<file path="src/rtl/controlador_interrupciones_pkg.sv">
// Shared definitions for the interrupt controller: FSM encoding, register map
// and the fixed-priority encoder.
package controlador_interrupciones_pkg;

  typedef enum logic [1:0] {
    REPOSO   = 2'd0,
    PETICION = 2'd1,
    SERVICIO = 2'd2
  } estado_e;

  localparam logic [15:0] OFS_CTRL   = 16'd0;
  localparam logic [15:0] OFS_PEND   = 16'd1;
  localparam logic [15:0] OFS_ESTADO = 16'd2;

  localparam int BIT_EN = 7;

  // Line 0 wins; only meaningful when at least one bit is set.
  function automatic logic [1:0] prioridad(input logic [2:0] v);
    if (v[0])      return 2'd0;
    else if (v[1]) return 2'd1;
    else           return 2'd2;
  endfunction

endpackage

</file>
<file path="src/rtl/controlador_interrupciones_if.sv">
// Bundle of the interrupt pins, the control-unit handshake and the CPU I/O bus.
interface controlador_interrupciones_if #(
  parameter int N_INT    = 3,
  parameter int ANCHO_PC = 10
);
  logic [N_INT-1:0]    interrupciones;
  logic                irq;
  logic                ack;
  logic                fin;
  logic [ANCHO_PC-1:0] vector;
  logic [1:0]          id_int;
  logic [15:0]         dir;
  logic                rd;
  logic                wr;
  logic [7:0]          dato_escrito;
  logic [7:0]          dato_leido;
  logic                sel_lectura;

  modport slave (
    input  interrupciones, ack, fin, dir, rd, wr, dato_escrito,
    output irq, vector, id_int, dato_leido, sel_lectura
  );

  modport master (
    output interrupciones, ack, fin, dir, rd, wr, dato_escrito,
    input  irq, vector, id_int, dato_leido, sel_lectura
  );
endinterface

</file>
<file path="src/rtl/controlador_interrupciones_sincronizador_flanco.sv">
// Per-line three-flop synchroniser with rising-edge detection on the last two
// stages, so a level held high yields a single one-cycle event.
module sincronizador_flanco (
  input  logic clk,
  input  logic reset,
  input  logic linea_i,
  output logic evento_o
);
  logic s1_q, s2_q, s3_q;

  always_ff @(posedge clk) begin
    if (reset) begin
      s1_q <= 1'b0;
      s2_q <= 1'b0;
      s3_q <= 1'b0;
    end else begin
      s1_q <= linea_i;
      s2_q <= s1_q;
      s3_q <= s2_q;
    end
  end

  assign evento_o = s2_q & ~s3_q;
endmodule

</file>
<file path="src/rtl/controlador_interrupciones.sv">
// Interrupt controller: pending latch, mask/enable registers on the I/O bus,
// fixed-priority arbitration and the irq/ack/fin handshake with the control unit.
module controlador_interrupciones
  import controlador_interrupciones_pkg::*;
#(
  parameter int                  N_INT    = 3,
  parameter int                  ANCHO_PC = 10,
  parameter logic [ANCHO_PC-1:0] VEC0     = 10'h3F0,
  parameter logic [ANCHO_PC-1:0] VEC1     = 10'h3F4,
  parameter logic [ANCHO_PC-1:0] VEC2     = 10'h3F8,
  parameter logic [15:0]         DIR_BASE = 16'hFF00
) (
  input logic                          clk,
  input logic                          reset,
  controlador_interrupciones_if.slave  bus
);

  logic [N_INT-1:0]    lineas, evento;
  logic [N_INT-1:0]    pend_q, pend_d, mask_q, eleg, clr_ack, clr_w1c;
  logic                en_q;
  estado_e             estado_q;
  logic                irq_q;
  logic [1:0]          id_q, id_nuevo;
  logic [ANCHO_PC-1:0] vector_q;
  logic [7:0]          dato_q, rdata;
  logic                sel_q;
  logic                hit_ctrl, hit_pend, hit_est, hit;

  function automatic logic [ANCHO_PC-1:0] vec_de(input logic [1:0] i);
    case (i)
      2'd0:    return VEC0;
      2'd1:    return VEC1;
      default: return VEC2;
    endcase
  endfunction

  assign lineas = bus.interrupciones;

  sincronizador_flanco u_sinc [N_INT-1:0] (
    .clk      (clk),
    .reset    (reset),
    .linea_i  (lineas),
    .evento_o (evento)
  );

  assign hit_ctrl = (bus.dir == DIR_BASE + OFS_CTRL);
  assign hit_pend = (bus.dir == DIR_BASE + OFS_PEND);
  assign hit_est  = (bus.dir == DIR_BASE + OFS_ESTADO);
  assign hit      = hit_ctrl | hit_pend | hit_est;

  always_comb begin
    clr_ack = '0;
    if (estado_q == PETICION && bus.ack) clr_ack[id_q] = 1'b1;
    clr_w1c = '0;
    if (bus.wr && hit_pend) clr_w1c = bus.dato_escrito[N_INT-1:0];
    // A fresh event in the same cycle as a clear keeps the bit set.
    pend_d   = (pend_q & ~(clr_ack | clr_w1c)) | evento;
    eleg     = pend_q & mask_q & {N_INT{en_q}};
    id_nuevo = prioridad(eleg);
    rdata    = 8'h00;
    if (hit_ctrl)      rdata = {en_q, {(7-N_INT){1'b0}}, mask_q};
    else if (hit_pend) rdata = {{(8-N_INT){1'b0}}, pend_q};
    else if (hit_est)  rdata = {2'b00, estado_q == SERVICIO, irq_q, 2'b00, id_q};
  end

  // Register file; a read in the same cycle as a write returns the old value.
  always_ff @(posedge clk) begin
    if (reset) begin
      pend_q <= '0;
      mask_q <= '0;
      en_q   <= 1'b0;
      dato_q <= 8'h00;
      sel_q  <= 1'b0;
    end else begin
      pend_q <= pend_d;
      if (bus.wr && hit_ctrl) begin
        mask_q <= bus.dato_escrito[N_INT-1:0];
        en_q   <= bus.dato_escrito[BIT_EN];
      end
      sel_q  <= bus.rd && hit;
      dato_q <= (bus.rd && hit) ? rdata : 8'h00;
    end
  end

  always_ff @(posedge clk) begin
    if (reset) begin
      estado_q <= REPOSO;
      irq_q    <= 1'b0;
      id_q     <= 2'd0;
      vector_q <= VEC0;
    end else begin
      unique case (estado_q)
        REPOSO: if (|eleg) begin
          estado_q <= PETICION;
          irq_q    <= 1'b1;
          id_q     <= id_nuevo;
          vector_q <= vec_de(id_nuevo);
        end
        // id/vector stay frozen here; ack wins over a same-cycle withdrawal.
        PETICION: if (bus.ack) begin
          estado_q <= SERVICIO;
          irq_q    <= 1'b0;
        end else if (!eleg[id_q]) begin
          estado_q <= REPOSO;
          irq_q    <= 1'b0;
        end
        SERVICIO: if (bus.fin) estado_q <= REPOSO;
        default: begin
          estado_q <= REPOSO;
          irq_q    <= 1'b0;
        end
      endcase
    end
  end

  assign bus.irq         = irq_q;
  assign bus.id_int      = id_q;
  assign bus.vector      = vector_q;
  assign bus.dato_leido  = dato_q;
  assign bus.sel_lectura = sel_q;

endmodule

</file>
<file path="src/flat_wrapper.sv">
// flat-port wrapper written by rule: the top's interface ports become plain ports
module controlador_interrupciones_flat import controlador_interrupciones_pkg::*;
#(
  parameter int                  N_INT    = 3,
  parameter int                  ANCHO_PC = 10,
  parameter logic [ANCHO_PC-1:0] VEC0     = 10'h3F0,
  parameter logic [ANCHO_PC-1:0] VEC1     = 10'h3F4,
  parameter logic [ANCHO_PC-1:0] VEC2     = 10'h3F8,
  parameter logic [15:0]         DIR_BASE = 16'hFF00
)
  (clk, reset, bus_interrupciones, bus_ack, bus_fin, bus_dir, bus_rd, bus_wr, bus_dato_escrito, bus_irq, bus_vector, bus_id_int, bus_dato_leido, bus_sel_lectura);
  controlador_interrupciones_if #(.N_INT(N_INT), .ANCHO_PC(ANCHO_PC)) bus_i ();
  input logic clk;
  input logic reset;
  input wire logic [$bits(bus_i.interrupciones)-1:0] bus_interrupciones;
  input wire logic [$bits(bus_i.ack)-1:0] bus_ack;
  input wire logic [$bits(bus_i.fin)-1:0] bus_fin;
  input wire logic [$bits(bus_i.dir)-1:0] bus_dir;
  input wire logic [$bits(bus_i.rd)-1:0] bus_rd;
  input wire logic [$bits(bus_i.wr)-1:0] bus_wr;
  input wire logic [$bits(bus_i.dato_escrito)-1:0] bus_dato_escrito;
  output wire logic [$bits(bus_i.irq)-1:0] bus_irq;
  output wire logic [$bits(bus_i.vector)-1:0] bus_vector;
  output wire logic [$bits(bus_i.id_int)-1:0] bus_id_int;
  output wire logic [$bits(bus_i.dato_leido)-1:0] bus_dato_leido;
  output wire logic [$bits(bus_i.sel_lectura)-1:0] bus_sel_lectura;
  assign bus_i.interrupciones = bus_interrupciones;
  assign bus_i.ack = bus_ack;
  assign bus_i.fin = bus_fin;
  assign bus_i.dir = bus_dir;
  assign bus_i.rd = bus_rd;
  assign bus_i.wr = bus_wr;
  assign bus_i.dato_escrito = bus_dato_escrito;
  assign bus_irq = bus_i.irq;
  assign bus_vector = bus_i.vector;
  assign bus_id_int = bus_i.id_int;
  assign bus_dato_leido = bus_i.dato_leido;
  assign bus_sel_lectura = bus_i.sel_lectura;
  controlador_interrupciones #(.N_INT(N_INT), .ANCHO_PC(ANCHO_PC), .VEC0(VEC0), .VEC1(VEC1), .VEC2(VEC2), .DIR_BASE(DIR_BASE)) u_core (.clk(clk), .reset(reset), .bus(bus_i));
endmodule
</file>
<file path="config.mk">
export PLATFORM = sky130hd
export DESIGN_NAME = controlador_interrupciones_flat
export DESIGN_NICKNAME = d
export VERILOG_FILES = /design/src/rtl/controlador_interrupciones_pkg.sv /design/src/rtl/controlador_interrupciones_if.sv /design/src/rtl/controlador_interrupciones_sincronizador_flanco.sv /design/src/rtl/controlador_interrupciones.sv /design/src/flat_wrapper.sv
export SDC_FILE = /design/constraint.sdc
export NUM_CORES = 1
export LEC_CHECK = 0
export CELL_PAD_IN_SITES_DETAIL_PLACEMENT = 0
export CELL_PAD_IN_SITES_GLOBAL_PLACEMENT = 1
export CORE_UTILIZATION = 32
export DETAILED_ROUTE_END_ITERATION = 8
export PLACE_DENSITY = 0.81
export SLEW_MARGIN = 20
export SYNTH_ARGS = -nofsm -noshare
export SYNTH_HDL_FRONTEND = slang
export SYNTH_SLANG_ARGS = --single-unit
</file>
<file path="constraint.sdc">
create_clock -name clk -period 3.9 [get_ports clk]
set_input_delay 0.39 -clock clk [delete_from_list [all_inputs] [get_ports clk]]
set_output_delay 0.39 -clock clk [all_outputs]
set_load 0.005 [all_outputs]
</file>
==> flow_metrics.py <==
metrics = {
    "timing": {
        "finalSetupTns_ns": 0,
        "setup_viol_count_final": 0,
        "fin_skew_ns": 0.005510,
        "rsz0062_at_grt": "no",
        "maxSlewViolCount": 0,
        "period_needed_ns": 2.165,
        "fin_crit_sh_pct": 55.52,
        "max_freq_ghz": 0.4619,
        "max-slew-margin-rel_pct": 52.36,
        "worst_pin_slew_ns": 0.7124,
        "setup_ws_ns": 1.735,
        "hold_viol_final": 0,
    },
    "logic_synthesis": {
        "synth_edf_count": 0,
        "synth_cell_types": 43,
        "yosysTopAreaCell": "dfxtp_1",
        "synth_top_area_share_pct": 44.44,
        "synth_commonest_cells": "dfxtp_1, buf_4, a21oi_1",
        "synth.avg_cell_area_um2": 9.073,
        "netlist_instances": 139,
        "syn_area_um2": 1261,
        "ys_warn_count": 0,
        "synth_top_family_by_area": "simple AND/OR/NAND/NOR gates",
        "yosysSeqAreaShare_pct": 44.44,
        "synth.mux.area_fraction_pct": 2.381,
        "synthArstFlopShare_pct": 0,
        "yosysMostFrequentCell": "dfxtp_1",
        "yosys.area_share.simple_pct": 25.40,
        "synthXorXnorAreaFrac_pct": 0,
        "synth_compound_area_share_pct": 15.87,
        "yosys_register_bits": 28,
        "synth-adder-area-share_pct": 0,
        "synthTopCellsByArea": "dfxtp_1, buf_4, nor2b_1",
        "ys.flop_type": "dfxtp_1",
    },
    "finish": {
        "instances_no_fill": 221,
        "area_growth_pct": 35.02,
        "n_fill_cell": 349,
        "final_cell_area_um2": 1703,
        "antennaDiodeCount": 0,
        "drive_above_1_share_pct": 6.358,
        "nets": 207,
    },
    "worst_setup_path": {
        "r2r_slack_ns": 2.49,
        "cp.required_ns": 4.12,
        "crit_path_max_fanout": 9,
        "critical_path_class": "input port to flip-flop",
        "crit_arrival_ns": 2.38,
        "endpoint_kind": "flip-flop",
        "cp-start-kind": "input port",
    },
    "power_and_ir_drop": {
        "ir_worst_vdd_v": 0.0002711,
        "seq_power_share_pct": 51.7,
        "switching_power_mw": 0.1081,
        "power_density_nw_per_um2": 333.7,
        "power_frac_comb_pct": 8.9,
        "power.internal_mw": 0.4600,
        "switching_share_pct": 19.03,
        "leakagePower_nw": 0.6010,
        "p_clk_share_pct": 39.4,
        "fin_total_pwr_mw": 0.5682,
    },
    "cts": {
        "ctsHoldBuffers": 0,
        "post_cts_buffers": 0,
        "clockBufferDepth": 2,
        "cts_buffers": 3,
        "clkTransAtPathRegs_ns": 0.09,
        "htree_num_levels": 1,
        "numClockSinks": 28,
        "cts-root-buf": "clkbuf_8",
        "cts_resized": 0,
        "cts_tree": "built",
        "clkLatencyLatePin_ns": 0.27,
    },
    "detailed_routing": {
        "vias": 1082,
        "drcViolationCount": 0,
        "dr.pass1.iters": 4,
        "drt-total-wl_um": 2482,
        "detail_route.wl_per_cell_um": 11.23,
        "vias_per_cell": 4.896,
        "drt_iter0_markers": 47,
        "drtAntennaViolNets": 0,
    },
    "outcome": {
        "status": "completed",
    },
    "run": {
        "maxCapViolations": 0,
    },
    "placed_design": {
        "dpl-instance-area_um2": 1632,
        "dp_slack_ns": 1.449,
        "dp_cells": 217,
        "gp_congestion": 0.7909,
        "place_hpwl_um": 1978,
        "numPortBuffers": 40,
    },
    "die": {
        "ios": 55,
        "die_y_um": 64.78,
        "dieArea_um2": 4196,
        "die_x_um": 64.78,
        "coreArea_um2": 3716,
        "initial_core_util_pct": 33.94,
        "rows": 22,
    },
    "grt": {
        "grt_pass1_vias": 992,
        "overflow": 0,
        "grt_pass1_wl_um": 4312,
        "antenna_found_initial": 0,
        "grt_max_degree": 22,
        "track_usage_pct": 13.12,
    },
    "worst_hold_path": {
        "min_path_type": "flip-flop to flip-flop",
    },
}
## kinds of logic (layout without fill, tap and decap cells)
group                  count (synthesis)  after routing
AO/OA/AOI/OAI                         29             29
AND/OR/NAND/NOR                       53             53
flip-flops                            28             28
other                                  2             10
buffers and inverters                 24             50
multiplexers                           3              3
## critical path, stage by stage
cell	delay (ns)
clkdlybuf4s50_1	0.40
or4_4	0.53
or4_4	0.51
a211o_4	0.36
inv_2	0.06
and3_1	0.13
## cell type report
type / count / area, um^2 / share of cell area (%)
clock inverter: 1 / 30.03 / 1.763
inverter: 6 / 22.52 / 1.323
multi-input combinational: 95 / 588.1 / 34.53
timing repair buffer: 40 / 400.4 / 23.51
clock buffer: 3 / 41.29 / 2.425
tap: 48 / 60.06 / 3.527
sequential: 28 / 560.5 / 32.92
## power by group through the flow
stage | Clock, mW | Sequential (mW) | Combinational [mW]
6_report | 0.224 | 0.294 | 0.0508
5_1_grt | 0.245 | 0.294 | 0.0559
4_1_cts | 0.228 | 0.294 | 0.0510
3_5_place_dp | 0 | 0.300 | 0.0509
3_3_place_gp | 0 | 0.300 | 0.0500
2_1_floorplan | 0 | 0.300 | 0.0262
## metal layers
| layer | up-vias | track usage, % | share of wire (%) |
|---|---|---|---|
| li1 | 538 | - | - |
| met1 | 500 | 15.59 | 44 |
| met2 | 41 | 22.66 | 49 |
| met3 | 3 | 4.225 | 6.3 |
| met4 | 0 | 3.056 | 1.0 |
| met5 | - | 0 | 0 |
## worst paths after layout
| kind | start | endpoint | depth (start not counted) |
|---|---|---|---|
| worst min-delay path | u_core.u_sinc[2].s1_q$_SDFF_PP0_ | u_core.u_sinc[2].s2_q$_SDFF_PP0_ | 1 |
| worst min register to register | u_core.u_sinc[2].s1_q$_SDFF_PP0_ | u_core.u_sinc[2].s2_q$_SDFF_PP0_ | 1 |
| worst max-delay path | bus_dir[2] | u_core.bus.dato_leido[7]$_SDFF_PP0_ | 6 |
| worst max register to register | u_core.estado_q[0]$_SDFFE_PP0P_ | u_core.estado_q[0]$_SDFFE_PP0P_ | 4 |
## sequential cells by signal (all words and copies together) (netlist names)
register,count
u_core.bus.dato_leido,6
u_core.bus.irq,1
u_core.bus.sel_lectura,1
u_core.bus.vector,2
u_core.u_sinc.s2_q,3
u_core.en_q,1
u_core.mask_q,3
u_core.pend_q,3
u_core.u_sinc.s3_q,3
u_core.estado_q,2
u_core.u_sinc.s1_q,3
## through the flow
stage	util [%]	hold WS, ns
global placement	43.91	0.4197
finish	45.82	0.4496
detailed placement	43.91	0.4297
floorplan	-	0.4138
CTS	45.82	0.4520
global route	45.82	0.4644
## cells in the final DEF (no fill, tap or decap), types with 2 or more instances in the layout
cell type | synthesis | layout
clkdlybuf4s50_1 | 0 | 40
o21ai_0 | 5 | 5
dfxtp_1 | 28 | 28
clkbuf_8 | 0 | 3
nand2_1 | 7 | 7
nor2_1 | 9 | 9
conb_1 | 2 | 10
nand3_1 | 2 | 2
inv_1 | 5 | 5
or4_4 | 2 | 2
a21oi_1 | 11 | 11
nand4_1 | 6 | 6
nor2b_1 | 10 | 10
o31a_1 | 2 | 2
and3_1 | 2 | 2
nand2b_1 | 3 | 3
mux2i_1 | 3 | 3
Note: power is estimated with default switching activity, not from simulation.
==> patch: new RTL, same flow settings <==
`ANCHO_PC` is set to 10 in 3 places; all go to 20.
--- a/src/rtl/controlador_interrupciones_if.sv
+++ b/src/rtl/controlador_interrupciones_if.sv
@@ -1,7 +1,7 @@
 // Bundle of the interrupt pins, the control-unit handshake and the CPU I/O bus.
 interface controlador_interrupciones_if #(
   parameter int N_INT    = 3,
-  parameter int ANCHO_PC = 10
+  parameter int ANCHO_PC = 20
 );
   logic [N_INT-1:0]    interrupciones;
   logic                irq;
--- a/src/rtl/controlador_interrupciones.sv
+++ b/src/rtl/controlador_interrupciones.sv
@@ -4,7 +4,7 @@
   import controlador_interrupciones_pkg::*;
 #(
   parameter int                  N_INT    = 3,
-  parameter int                  ANCHO_PC = 10,
+  parameter int                  ANCHO_PC = 20,
   parameter logic [ANCHO_PC-1:0] VEC0     = 10'h3F0,
   parameter logic [ANCHO_PC-1:0] VEC1     = 10'h3F4,
   parameter logic [ANCHO_PC-1:0] VEC2     = 10'h3F8,
--- a/src/flat_wrapper.sv
+++ b/src/flat_wrapper.sv
@@ -2,7 +2,7 @@
 module controlador_interrupciones_flat import controlador_interrupciones_pkg::*;
 #(
   parameter int                  N_INT    = 3,
-  parameter int                  ANCHO_PC = 10,
+  parameter int                  ANCHO_PC = 20,
   parameter logic [ANCHO_PC-1:0] VEC0     = 10'h3F0,
   parameter logic [ANCHO_PC-1:0] VEC1     = 10'h3F4,
   parameter logic [ANCHO_PC-1:0] VEC2     = 10'h3F8,
Ports: changed (resized bus_vector); port bits go from 55 to 65. No check against the original RTL was run, so the function may have changed too.
==> patch against the original RTL <==
  * Total power decreased by 12%
  * Final area increased by 0.59%
  * Sequential cell count unchanged
  * Area after synthesis increased by 6.0%
  * Wire length increased by 7.1%
  * Setup slack improved by 16 ps
  * Via count increased by 2.9%
  * Clock power decreased by 32%
  * First-iteration DRC count decreased by 23%
  * Critical endpoint unchanged
  * Largest power group unchanged
==> patch: results (changes against the original RTL) <==
Placement
  • Placed Instances: 229 (was 217)
  • Routability congestion estimate: 0.811 (was 0.791)
  • IO buf count: 40 (unchanged)
  • HPWL after DPL: 2040 um (was 1980 um)

Setup path
  • Crit path max-delay cell type: or4_4 (unchanged)
  • Max incr delay on CP: 530 ps (about the same)
  • Crit path max fanout: 9 (unchanged)
  • Critical path's top delay family: simple AND/OR/NAND/NOR gates (unchanged)
  • CP arrival: around 2400 ps

Clock tree
  • Maximum root-to-sink buffer count: 2 (unchanged)
  • Clock Tree Root: clkbuf_8 (unchanged)
  • Clock latency at the later pin of the worst-skew pair: 270 ps (about the same)
  • CTS Buf Count: 3 (unchanged)
  • H-tree depth: 1 (unchanged)
  • CTS clk-pin slew, worst paths: 90 ps (about the same)
  • Post_cts resized: 0 (unchanged)
  • Setup bufs post-CTS: 0 (unchanged)

Global routing
  • Vias in the first global route: 1026 (was 992)
  • Antenna violations before repair: 0 (unchanged)
  • Global-route wire length before repair: 4360 um (was 4310 um)
  • Gr usage total: 12.9% (was 13.1%)
  • Largest net degree at the start of global routing: 22 (unchanged)

Yosys
  • Largest cells by area after synthesis: dfxtp_1 42%, buf_4 12%, nor2b_1 4.7% (was dfxtp_1 44%, buf_4 7.1%, nor2b_1 5.0%)
  • Mapped Cells: 149 (was 139)
  • Synth cell types: 43 (unchanged)
  • Top cells by count, synth: 28 x dfxtp_1, 22 x buf_4, 11 x a21oi_1, 10 x nor2b_1, 9 x nor2_1 (was 28 x dfxtp_1, 12 x buf_4, 11 x a21oi_1, 10 x nor2b_1, 9 x nor2_1)
  • Sequential fraction of the synthesis area: 41.9% (was 44.4%)
  • Warnings, synthesis: 0 (unchanged)

Detailed routing
  • Final wirelength: 2660 um (was 2480 um)
  • 1st-pass router iterations: 4 (unchanged)
  • DR iter-0 viols: 36 (was 47)
  • Vias per inst: 4.80 (was 4.90)

Layout
  • Share of post-route cells with drive strength above 1: 5.49% (was 6.36%)
  • Antenna fix cells: 0 (unchanged)
  • Final std cells w/o fill: 232 (was 221)
  • Final instance area: 1710 um^2 (was 1700 um^2)
  • Fillcell total: 389 (was 349)
  • Number of flip-flops under the largest register name: 6 (unchanged)
  • Nets: 217 (was 207)

Min path
  • Hold Path Class: reg -> reg (unchanged)

Timing
  • Skew final: 5.27 ps (was 5.51 ps)
  • Measured slew at the worst slew-check pin: 740 ps (was 712 ps)

Pwr
  • Worst vdd ir: 0.117 mV (was 0.271 mV)
  • Leak: 0.619 nW (was 0.601 nW)

Status
  • Status: completed (unchanged)
-- patch: kinds of logic (layout without fill, tap and decap cells) --
logic type,after synthesis,count (layout),synth area share [%]
and+or+nand+nor,53,53,24.0
DFF,28,28,41.9
other,2,20,0.562
muxes,3,3,2.25
AOI/OAI and AO/OA,29,29,15.0
buffers and inverters,34,49,16.3
-- patch: final cells by class --
cell class	instances	area (um^2)	share of cell area, %
clock buffers	3	41.3	2.41
repair buffers	40	400	23.4
inverters	6	22.5	1.31
multi-input cells	105	626	36.5
flip-flops and latches	28	561	32.7
well taps	50	62.6	3.65
-- patch: path summary, 6_finish.rpt --
kind | start | endpoint | slack [ps] | cells past startpoint
hold reg to reg | u_core.u_sinc[0].s1_q | u_core.u_sinc[0].s2_q | 440 | 1
hold / removal | u_core.u_sinc[0].s1_q | u_core.u_sinc[0].s2_q | 440 | 1
setup / recovery | bus_dir[2] | u_core.bus.dato_leido[7] | 1750 | 6
setup reg to reg | u_core.estado_q[0] | u_core.bus.irq | 2440 | 4
-- patch: through the flow --
stage,setup slack [ps],util [%],hold WS (ps)
2_1_floorplan,1880,-,414
6_report,1750,42.8,444
3_3_place_gp,1470,41.8,417
4_1_cts,1750,42.8,443
5_1_grt,1680,42.8,468
3_5_place_dp,1470,41.8,422
-- patch: metal layers --
metal | global-route usage [%] | vias up | wire [um]
met5 | 0 | - | 0
met4 | 6.91 | 0 | 57
met3 | 3.42 | 11 | 181
met2 | 23.1 | 54 | 1380
met1 | 13.4 | 504 | 1040
li1 | - | 544 | -
-- patch: power breakdown --
part | switching (mW) | internal [mW]
Clock | 0.0831 | 0.0693
Sequential | 0.00258 | 0.291
Combinational | 0.0218 | 0.0317
